File: src/rtl/hazard_ctrl.sv
// hazard_ctrl: pipeline stall/flush controller for load-use, branch, memory-wait and multiply hazards.
// Defining HAZARD_PERF_EN adds saturating stall/flush performance counters.
module hazard_ctrl #(
    parameter int MUL_LAT = 4,
    parameter int REG_W   = 5,
    parameter int CNT_W   = 32
) (
    input  logic             clk_i,
    input  logic             rst_i,
    input  logic             idex_memread_i,
    input  logic [REG_W-1:0] idex_rt_i,
    input  logic [REG_W-1:0] ifid_rs_i,
    input  logic [REG_W-1:0] ifid_rt_i,
    input  logic             branch_taken_i,
    input  logic             mem_req_i,
    input  logic             mem_ack_i,
    input  logic             mul_start_i,
    output logic             pc_write_o,
    output logic             ifid_write_o,
    output logic             if_flush_o,
    output logic             idex_bubble_o,
    output logic             pipe_hold_o,
    output logic [CNT_W-1:0] stall_cnt_o,
    output logic [CNT_W-1:0] flush_cnt_o
);
    localparam int MW = $clog2(MUL_LAT + 1);
    localparam logic [MW-1:0] MCNT_INIT = MW'(MUL_LAT - 1);

    typedef enum logic [1:0] {RUN, MEM_WAIT, MUL_BUSY} state_t;

    state_t        r_state, w_state_nxt;
    logic [MW-1:0] r_mcnt, w_mcnt_nxt;
    logic          w_mem_stall, w_lu, w_hold, w_lu_act, w_br_act;

    assign w_mem_stall = mem_req_i && !mem_ack_i;
    assign w_lu = idex_memread_i && (idex_rt_i != '0) &&
                  (idex_rt_i == ifid_rs_i || idex_rt_i == ifid_rt_i);

    always_ff @(posedge clk_i or negedge rst_i) begin
        if (!rst_i) begin
            r_state <= RUN;
            r_mcnt  <= '0;
        end else begin
            r_state <= w_state_nxt;
            r_mcnt  <= w_mcnt_nxt;
        end
    end

    always_comb begin
        w_state_nxt = r_state;
        w_mcnt_nxt  = r_mcnt;
        w_hold      = 1'b1;
        w_lu_act    = 1'b0;
        w_br_act    = 1'b0;
        case (r_state)
            RUN: begin
                w_hold   = w_mem_stall || mul_start_i;
                w_lu_act = !w_hold && w_lu;
                w_br_act = !w_hold && !w_lu && branch_taken_i;
                if (w_mem_stall) begin
                    w_state_nxt = MEM_WAIT;
                end else if (mul_start_i && MUL_LAT > 1) begin
                    w_state_nxt = MUL_BUSY;
                    w_mcnt_nxt  = MCNT_INIT;
                end
            end
            MEM_WAIT: w_state_nxt = mem_ack_i ? RUN : MEM_WAIT;
            MUL_BUSY: begin
                w_mcnt_nxt  = r_mcnt - MW'(1);
                w_state_nxt = (r_mcnt == MW'(1)) ? RUN : MUL_BUSY;
            end
            default: w_state_nxt = RUN;
        endcase
        // reset overrides everything: no fetch, flush IF/ID, bubble ID/EX
        pc_write_o    = rst_i && !w_hold && !w_lu_act;
        ifid_write_o  = rst_i && !w_hold && !w_lu_act;
        if_flush_o    = !rst_i || w_br_act;
        idex_bubble_o = !rst_i || w_lu_act;
        pipe_hold_o   = rst_i && w_hold;
    end

`ifdef HAZARD_PERF_EN
    logic [CNT_W-1:0] r_stall_cnt, r_flush_cnt;

    always_ff @(posedge clk_i or negedge rst_i) begin
        if (!rst_i) begin
            r_stall_cnt <= '0;
            r_flush_cnt <= '0;
        end else begin
            if (!pc_write_o && r_stall_cnt != '1) r_stall_cnt <= r_stall_cnt + CNT_W'(1);
            if (if_flush_o && r_flush_cnt != '1) r_flush_cnt <= r_flush_cnt + CNT_W'(1);
        end
    end

    assign stall_cnt_o = r_stall_cnt;
    assign flush_cnt_o = r_flush_cnt;
`else
    assign stall_cnt_o = {CNT_W{1'b0}};
    assign flush_cnt_o = {CNT_W{1'b0}};
`endif
endmodule

File: config.mk
export PLATFORM = sky130hd
export DESIGN_NAME = hazard_ctrl
export DESIGN_NICKNAME = d
export VERILOG_FILES = /design/src/rtl/hazard_ctrl.sv
export SDC_FILE = /design/constraint.sdc
export NUM_CORES = 1
export LEC_CHECK = 0
export CAP_MARGIN = 15
export CORE_MARGIN = 1
export CORE_UTILIZATION = 25
export CTS_BUF_LIST = sky130_fd_sc_hd__clkbuf_8 sky130_fd_sc_hd__clkbuf_16
export DETAILED_ROUTE_END_ITERATION = 12
export PLACE_DENSITY = 0.76
export SKIP_LAST_GASP = 1
export SLEW_MARGIN = 20
export SYNTH_ARGS = -nofsm -noshare
export SYNTH_HDL_FRONTEND = slang
export SYNTH_SLANG_ARGS = --single-unit
export TNS_END_PERCENT = 50
File: constraint.sdc
create_clock -name clk_i -period 2.1 [get_ports clk_i]
set_input_delay 0.42 -clock clk_i [delete_from_list [all_inputs] [get_ports clk_i]]
set_output_delay 0.42 -clock clk_i [all_outputs]
set_load 0.02 [all_outputs]
==> flow_summary.toml <==
[final_layout]
design_area_um2 = 1110
drive_above_1_share_pct = 15.9
area_growth_pct = 23.2
insertedDiodeCount = 0
layout.nets = 176
fill_cells = 368

[route]
first_iter_violations = 8
avgRoutedWirePerCell_um = 7.84
wirelength_um = 1540
antenna_left = 0
num_vias = 649
routed_via_density = 3.29
drc = 0
dr.pass1.iters = 4

[cts]
cts_sinks = 5
cts_tree = "yes"
cts_root_buf = "clkbuf_8"
cts_buffer_depth = 2
cts_buffers = 3
clk_pin_slew_worst_paths_ps = 30
h-tree-depth = 1
worstSkewPairLatency_ps = 220

[hold_path]
min_to = "r_mcnt[1]"
worstHoldPathType = "flop to flop"
holdPathStages = 1
hp-start = "r_mcnt[1]"

[synthesis]
syn-cell-area_um2 = 905
synth_top_area_share_pct = 53.9
yosysSeqAreaShare_pct = 13.8
synth_top_area_cell = "buf_4"
synth_cell_types = 21
syn_inst = 115
synth_edf_count = 0
synth.avg_cell_area_um2 = 7.87
ys_ff_latch = 5
synthTopCellsByArea = "buf_4 54%, dfrtp_1 14%, xnor2_1 11%"
async_flop_share_pct = 100
yosysWarnings = 0
synthFlopType = "dfrtp_1"
synthTopCellsByCount = "65 x buf_4, 11 x xnor2_1, 5 x dfrtp_1, 5 x nand2_1, 4 x inv_1"
synth.most_common_cell = "buf_4"

[power_and_ir_drop]
ir_drop_v = 0.000164
finalPower_mw = 0.742
power.density_nw_per_um2 = 666
p_leak_nw = 0.645

[global_routing]
grt_pass1_wl_um = 2370
grt_overflow = 0
grt_antenna_before_repair = 0
grt_pass1_vias = 546
grt_max_degree = 6
grt_usage_pct = 7.96

[setup_path]
r2r-end = "r_mcnt[1]"
rr_startpoint = "r_state[1]"
r2r_setup_slack_ps = 980
rr_worst_depth = 4
start_kind = "input pin"
end_kind = "output pin"
critPathRequiredTime_ps = 1680
critPathKind = "input pin to output pin"
worst-path-max-fanout = 3
cp_data_arrival_time_ps = 1620

[sta]
final_max_slew_viol_count = 0
max_freq_ghz = 0.489
timing.final.crit_share_pct = 97.3
hold_ws_ps = 482
finalSetupViolCount = 0
fin_skew_ps = 0.189
hold_viol = 0
min_period_ps = 2040

[floorplanning]
io_pins = 91
core_um2 = 3390
initial_core_util_pct = 26.7
die_h_um = 62.2
core.rowCount = 21
die_x_um = 62.2
fp.dieArea_um2 = 3860

[placed_design]
place_area_um2 = 1030
dp_hpwl_um = 1280
finalWeightedCongestion = 0.795
port_buffers = 26

[outcome]
outcome = "finished, final reports clean"

[run]
maxCapViolCount = 0
==> worst max path at each step <==
stage | start | end | cells after the start
final | idex_rt_i[2] | idex_bubble_o | 5
after global routing | ifid_rt_i[1] | pc_write_o | 7
after CTS | idex_rt_i[3] | idex_bubble_o | 5
after detailed placement | idex_rt_i[1] | if_flush_o | 5
after global placement | idex_rt_i[1] | ifid_write_o | 5
after floorplan | idex_rt_i[1] | pc_write_o | 4
==> metrics by stage <==
stage	setup slack [ps]	setup TNS (ps)	cells	util, %
detailed placement	-699	-3060	193	30.5
global placement	-684	-3020	193	30.5
floorplan	68.1	0	178	-
finish	55.8	0	197	32.9
global route	-1.74	-3.02	197	32.9
CTS	9.97	0	197	32.0
==> registers in the layout, summed over array words and instances, names as in the netlist <==
register	cells
r_mcnt	3
r_state	2
==> logic make-up (layout without fill, tap and decap cells) <==
group	Yosys count	after routing	share of synthesized area, %
other cells	1	64	0.415
simple gates	15	15	8.16
fa+ha+maj	2	2	2.77
buf+inv	69	42	55.6
compound gates	12	12	8.58
flops	5	5	13.8
xor+xnor	11	11	10.6
==> layer usage <==
layer / global-route usage [%] / part of all wire [%]
met1: 7.66 / 34
met2: 14.4 / 57
met3: 2.02 / 7.8
met4: 6.10 / 1.3
met5: 0 / 0
==> layout make-up <==
class	instances	area, um2	share of cell area [%]
multi-input cells	104	554	49.7
repair buffers	34	318	28.5
flip-flops and latches	5	125	11.2
well taps	46	57.6	5.16
clock buffers	3	41.3	3.70
inverters	4	15.0	1.35
clock inverters	1	3.75	0.337
==> layout by cell type, fill, tap and decap left out, types with 2 or more instances in the layout <==
master            n
conb_1           64
nor2_1            3
dfrtp_1           5
inv_1             5
clkbuf_2          2
ha_1              2
clkdlybuf4s50_1   6
nand2_1           5
dlygate4sd2_1     3
buf_6             3
o21ai_0           2
nand3_1           2
a21oi_1           2
clkbuf_8          3
buf_2             2
buf_4             9
dlymetal6s2s_1    8
xnor2_1          11
==> report_power, final <==
part           switching [mW]  internal, mW  total, mW
Combinational           0.238         0.165      0.403
Sequential             0.0313         0.139      0.170
Clock                  0.0440         0.125      0.169
Total                   0.314         0.428      0.742
==> worst max-delay path, cell delays in order <==
cell and delay [ps]:
buf_2 100, or4_1 510, o21a_2 250, a31o_1 220, buf_6 130
==> what timing repair did <==
item,4_1_cts,5_1_grt
hold buffers,0,0
resized for setup,40,16
endpoints found under the setup margin,5,4
pin swaps,4,14
gates cloned,0,0
buffers inserted,0,0
Note: power is estimated with default switching activity, not from simulation.
